File: config.mk
export PLATFORM = sky130hd
export DESIGN_NAME = stopwatch_ctrl
export DESIGN_NICKNAME = d
export VERILOG_FILES = /design/src/rtl/stopwatch_ctrl.sv
export SDC_FILE = /design/constraint.sdc
export NUM_CORES = 1
export LEC_CHECK = 0
export BUFFER_PORTS_ARGS = -buffer_cell sky130_fd_sc_hd__buf_4
export CAP_MARGIN = 20
export CORE_MARGIN = 2
export CORE_UTILIZATION = 52
export DETAILED_ROUTE_END_ITERATION = 10
export MAX_ROUTING_LAYER = met4
export PLACE_DENSITY = 0.65
export SLEW_MARGIN = 40
export SYNTH_ARGS = -nofsm -noshare
export SYNTH_HDL_FRONTEND = slang
export SYNTH_SLANG_ARGS = --single-unit
File: constraint.sdc
create_clock -name clk -period 3.8 [get_ports clk]
set_clock_uncertainty 0.05 [all_clocks]
set_input_delay 0.38 -clock clk [delete_from_list [all_inputs] [get_ports clk]]
set_output_delay 0.38 -clock clk [all_outputs]
set_load 0.05 [all_outputs]
File: src/rtl/stopwatch_ctrl.sv
// ---------------------------------------------------------------------------
// stopwatch_ctrl
//   Button sequencer for the 1 kHz stopwatch. It debounces the start and lap
//   buttons, runs the IDLE/RUN/PAUSE/LAP mode FSM, and owns the sub-second
//   millisecond counter that produces the seconds tick for the HH:MM:SS chain.
//
// Parameters
//   DEBOUNCE  : consecutive stable cycles needed to accept a button change
//   LONGPRESS : cycles debounced start must stay high to force a clear
//   TICK_DIV  : running cycles per sec_tick
//
// Ports
//   clk       in   1 kHz system clock, rising edge
//   rst       in   asynchronous active-high reset
//   btn_start in   raw start/stop button (asynchronous, active-high)
//   btn_lap   in   raw lap/clear button (asynchronous, active-high)
//   run       out  time counting enabled (RUN or LAP)
//   sec_tick  out  one-cycle pulse per elapsed running second
//   clr       out  one-cycle pulse clearing the HH:MM:SS counters
//   freeze    out  display holds the lap snapshot
//   state     out  IDLE=0, RUN=1, PAUSE=2, LAP=3
// ---------------------------------------------------------------------------
module stopwatch_ctrl #(
    parameter int DEBOUNCE  = 20,
    parameter int LONGPRESS = 1000,
    parameter int TICK_DIV  = 1000
) (
    input  logic       clk,
    input  logic       rst,
    input  logic       btn_start,
    input  logic       btn_lap,
    output logic       run,
    output logic       sec_tick,
    output logic       clr,
    output logic       freeze,
    output logic [1:0] state
);

    typedef enum logic [1:0] {
        IDLE  = 2'd0,
        RUN   = 2'd1,
        PAUSE = 2'd2,
        LAP   = 2'd3
    } state_t;

    localparam int DB_W   = (DEBOUNCE > 1) ? $clog2(DEBOUNCE) : 1;
    localparam int HOLD_W = $clog2(LONGPRESS + 1);
    localparam int MS_W   = (TICK_DIV > 1) ? $clog2(TICK_DIV) : 1;

    localparam logic [DB_W-1:0]   DB_LAST   = DB_W'(DEBOUNCE - 1);
    localparam logic [HOLD_W-1:0] HOLD_FULL = HOLD_W'(LONGPRESS);
    localparam logic [HOLD_W-1:0] HOLD_LAST = HOLD_W'(LONGPRESS - 1);
    localparam logic [MS_W-1:0]   MS_MAX    = MS_W'(TICK_DIV - 1);

    // Bit 0 = start button, bit 1 = lap button.
    logic [1:0]        btn_raw;
    logic [1:0]        sync_a;
    logic [1:0]        sync_b;
    logic [DB_W-1:0]   db_cnt [2];
    logic [1:0]        deb;
    logic [1:0]        deb_q;
    logic [1:0]        press;
    logic [HOLD_W-1:0] hold_cnt;
    logic              long_fire;
    logic              clr_now;
    logic [MS_W-1:0]   ms_cnt;
    state_t            state_q;

    assign btn_raw = {btn_lap, btn_start};
    assign press   = deb & ~deb_q;
    assign state   = state_q;

    // Synchronizer plus debounce counter per button. The counter only runs
    // while the synced level disagrees with the accepted level, so any
    // glitch shorter than DEBOUNCE restarts it without changing deb.
    // NOTE: sequential state uses non-blocking assignments so every register
    // samples pre-edge values, independent of statement order.
    always_ff @(posedge clk or posedge rst) begin
        if (rst) begin
            sync_a <= '0;
            sync_b <= '0;
            deb    <= '0;
            deb_q  <= '0;
            for (int i = 0; i < 2; i++) begin
                db_cnt[i] <= '0;
            end
        end else begin
            sync_a <= btn_raw;
            sync_b <= sync_a;
            deb_q  <= deb;
            for (int i = 0; i < 2; i++) begin
                if (sync_b[i] == deb[i]) begin
                    db_cnt[i] <= '0;
                end else if (db_cnt[i] == DB_LAST) begin
                    deb[i]    <= sync_b[i];
                    db_cnt[i] <= '0;
                end else begin
                    db_cnt[i] <= db_cnt[i] + 1'b1;
                end
            end
        end
    end

    // Hold counter saturates at LONGPRESS so the clear fires once per hold.
    always_ff @(posedge clk or posedge rst) begin
        if (rst) begin
            hold_cnt <= '0;
        end else if (!deb[0]) begin
            hold_cnt <= '0;
        end else if (hold_cnt != HOLD_FULL) begin
            hold_cnt <= hold_cnt + 1'b1;
        end
    end

    assign long_fire = deb[0] && (hold_cnt == HOLD_LAST);

    // Clear requested this cycle: long press, or a lap press (with no start
    // press competing) while stopped.
    assign clr_now = long_fire ||
                     (!press[0] && press[1] && (state_q == IDLE || state_q == PAUSE));

    // Mode FSM with registered outputs. Priority: long press > start > lap.
    always_ff @(posedge clk or posedge rst) begin
        if (rst) begin
            state_q <= IDLE;
            run     <= 1'b0;
            freeze  <= 1'b0;
            clr     <= 1'b0;
        end else begin
            clr <= clr_now;
            if (long_fire) begin
                state_q <= IDLE;
                run     <= 1'b0;
                freeze  <= 1'b0;
            end else if (press[0]) begin
                case (state_q)
                    IDLE:  begin state_q <= RUN;   run <= 1'b1; end
                    RUN:   begin state_q <= PAUSE; run <= 1'b0; end
                    PAUSE: begin state_q <= RUN;   run <= 1'b1; end
                    LAP:   begin state_q <= PAUSE; run <= 1'b0; freeze <= 1'b0; end
                    default: ;
                endcase
            end else if (press[1]) begin
                case (state_q)
                    RUN:   begin state_q <= LAP; freeze <= 1'b1; end
                    LAP:   begin state_q <= RUN; freeze <= 1'b0; end
                    PAUSE: begin state_q <= IDLE; end
                    default: ;
                endcase
            end
        end
    end

    // Millisecond counter. Holds while not running so PAUSE keeps sub-second
    // time; a clear in the same cycle wins over a pending wrap and its tick.
    always_ff @(posedge clk or posedge rst) begin
        if (rst) begin
            ms_cnt   <= '0;
            sec_tick <= 1'b0;
        end else begin
            sec_tick <= 1'b0;
            if (clr_now) begin
                ms_cnt <= '0;
            end else if (run) begin
                if (ms_cnt == MS_MAX) begin
                    ms_cnt   <= '0;
                    sec_tick <= 1'b1;
                end else begin
                    ms_cnt <= ms_cnt + 1'b1;
                end
            end
        end
    end

endmodule

==> flow_metrics.tcl <==
set metrics [dict create \
    run_status "finished, final reports clean" \
    cts-hold-fix-buffers 0 \
    fp.dieArea_um2 4570 \
    path_cells "ha_1 > nand4b_1 > nor3_4 > o21bai_2 > nor3_1" \
    slew_at_the_pin_with_the_worst_max_slew_slack_ns 0.587 \
    worstRegToRegCells 5 \
    critical_path.startpoint "hold_cnt[0]" \
    power.share.sequential_pct 59.9 \
    fin_tns_setup_ns 0 \
    drcViolationCount 0 \
    clkLatencyLatePin_ns 0.30 \
    fraction_of_final_layout_cells_with_drive_strength_greater_than_1_pct 13.0 \
    cts.clk_slew.worst_paths_ns 0.08 \
    intPower_uw 633 \
    drt-pass1-iter-count 4 \
    ff2ff_setup_slack_ns 2.18 \
    synthCells 194 \
    slew_headroom_pct 60.8 \
    instances_no_fill 258 \
    floorplan.io_pins 10 \
    swShare_pct 21.2 \
    path_depth 5 \
    worstPathBufferInverterCount 0 \
    area_of_the_multi_input_gates_um2 942 \
    type_of_the_setup_path_with_the_least_slack "flop to flop" \
    critical_path.max_fanout 12 \
    place.port_buffers 9 \
    dpl_wire_length_mm 2.44 \
    final_cell_mix "sky130_fd_sc_hd__dfrtp_1 (44), sky130_fd_sc_hd__nand2_1 (18), sky130_fd_sc_hd__nor2_1 (16)" \
    layout_commonest_cell "sky130_fd_sc_hd__dfrtp_1" \
    p_total_uw 803 \
    setup.worst_path.end_class "flop" \
    comb_power_share_pct 3.0 \
    worst_path_largest_cell_delay_ns 0.41 \
    cts-root-buf "sky130_fd_sc_hd__clkbuf_8" \
    crit_path_end "ms_cnt[8]" \
    synth_sequential_area_ratio_pct 52.4 \
    timing.final.max_slew_violations 0 \
    layout.core_utilization_pct 58.1 \
    required_arrival_time_at_the_worst_endpoint_ns 3.92 \
    count_of_antenna_diodes_in_the_layout 0 \
    place_congestion 0.823 \
    grt_antenna_before_repair 0 \
    layout.cell_area.non_filler_um2 2290 \
    ys_seq_elements 44 \
    vdd.ir_drop.worst_v 0.000194 \
    timing.final.hold_violations 0 \
    synthFlopType "sky130_fd_sc_hd__dfrtp_1" \
    synth_area_per_cell_um2 10.8 \
    postPlaceCellArea_um2 2200 \
    rows 23 \
    area.sequential_um2 1100 \
    dieHeight_um 67.6 \
    cts-buffers-inserted 5 \
    netlist_area_um2 2100 \
    grt_first_pass_wirelength_mm 6.32 \
    routed_wl_mm 3.38 \
    floorplan_core_area_um2 3940 \
    wl_per_cell_um 13.1 \
    cell_type_of_the_slowest_stage_on_the_worst_timing_path "sky130_fd_sc_hd__dfrtp_1" \
    syn_to_final_growth_pct 8.93 \
    clk_path_buf_depth 2 \
    setup_viol_count_final 0 \
    postRouteAntennaNets 0 \
    first_global_vias 1427 \
    worst-endpoint-arrival_ns 1.74 \
    synth_cell_type_count 41 \
    avgViaCountPerCell 5.37 \
    grt_use_total_pct 19.1 \
    critical_path.top_delay_family "simple AND/OR/NAND/NOR gates" \
    finalCriticalPeriod_ns 1.62 \
    fp.dieW_um 67.6 \
    design.final.nets 216 \
    drtIter0Drc 59 \
    holdCritPathClass "input port to async pin" \
    p_switching_uw 170 \
    cts_repair_resize_count 0 \
    setup_repair_after_global_routing_missed_its_margin "false" \
    worstReg2RegStart "hold_cnt[0]" \
    pin_count_of_the_biggest_net_entering_global_routing 30 \
    timing.final.crit_share_pct 42.7 \
    placed_cells 250 \
    cts_num_sinks 44 \
    fillCellCount 321 \
    initial_utilization_pct 53.3 \
    htreeDepth 2 \
    clkPwrFrac_pct 37.1 \
    ys.warnings.count 0 \
    post_cts_setup_buffer_count 0 \
    cts_tree "yes" \
    dr_total_vias 1386 \
    max-cap-violations 0 \
    setup.worst_path.start_class "flop" \
    number_of_flops_mapped_to_enable_cells_by_yosys 0 \
    async_flop_share_pct 100 \
    grt_remaining_overflow 0 \
    crit-reg2reg-capture "ms_cnt[8]" \
    synthesis.nets 203 \
    power_per_cell_area_nw_per_um2 351 \
    max_freq_ghz 0.616 \
    power.leakage_nw 1.06 \
]
flip-flops by register name, indices dropped and copies added (netlist names), 2 cells and up:
register,count
db_cnt,10
hold_cnt,10
ms_cnt,10
deb,2
deb_q,2
state,2
sync_a,2
sync_b,2
Yosys cell counts, types with 3 or more instances:
cell,number,area share [%]
sky130_fd_sc_hd__ha_1,5,3.0
sky130_fd_sc_hd__nor2b_1,6,1.8
sky130_fd_sc_hd__dfrtp_1,44,52
sky130_fd_sc_hd__nand3_1,9,2.1
sky130_fd_sc_hd__xnor2_1,7,2.9
sky130_fd_sc_hd__nand2b_1,7,2.1
sky130_fd_sc_hd__o21ai_0,5,1.2
sky130_fd_sc_hd__inv_1,5,0.89
sky130_fd_sc_hd__nand4_1,3,0.89
sky130_fd_sc_hd__nor2_1,16,2.9
sky130_fd_sc_hd__and2_1,8,2.4
sky130_fd_sc_hd__xor2_1,10,4.2
sky130_fd_sc_hd__a31oi_1,4,1.2
sky130_fd_sc_hd__nand2_1,18,3.2
sky130_fd_sc_hd__nor3_1,5,1.2
sky130_fd_sc_hd__and3_1,3,0.89
sky130_fd_sc_hd__a21oi_1,8,1.9
cells by family (layout without fill, tap and decap cells):
kind of cell	count (synthesis)	in the layout	synth area share (%)
compound gates	25	25	7.68
flops	44	44	52.4
buf+inv	9	23	2.80
fa+ha+maj	5	5	2.98
xor+xnor	17	17	7.08
simple gates	90	90	25.1
mux	4	4	2.02
layer usage:
layer	track usage (%)	wire (um)	vias to the layer above
li1	-	-	690
met1	22.3	1500	682
met2	31.6	1740	9
met3	5.17	88	5
met4	7.14	59	0
met5	-	0	-
per-stage QoR:
stage          setup WS [ns]  hold WS, ns
5_1_grt                 1.97        0.128
4_1_cts                 2.15        0.119
6_report                2.18       0.0980
3_5_place_dp            2.17        0.286
2_1_floorplan           2.23        0.281
3_3_place_gp            2.20        0.286
power by group through the flow:
stage               registers [mW]  logic, mW  clock network (mW)
floorplan                    0.489     0.0176                   0
global placement             0.490     0.0241                   0
global route                 0.482     0.0284               0.329
detailed placement           0.490     0.0257                   0
finish                       0.481     0.0244               0.298
CTS                          0.481     0.0259               0.308
cell type report:
cell class	count	area share, %
sequential	44	48.1
multi-input combinational	141	41.1
clock buffer	8	3.93
timing repair buffer	10	3.28
tap	50	2.73
inverter	5	0.820
worst min path at each step:
stage,startpoint,to,cells after the start
global route,btn_lap,sync_a[1],1
detailed placement,sync_a[1],sync_b[1],0
global placement,sync_a[1],sync_b[1],0
CTS,rst,ms_cnt[3],2
floorplan,sync_a[0],sync_b[0],0
finish,rst,ms_cnt[3],2
(Power assumes the default switching activity.)
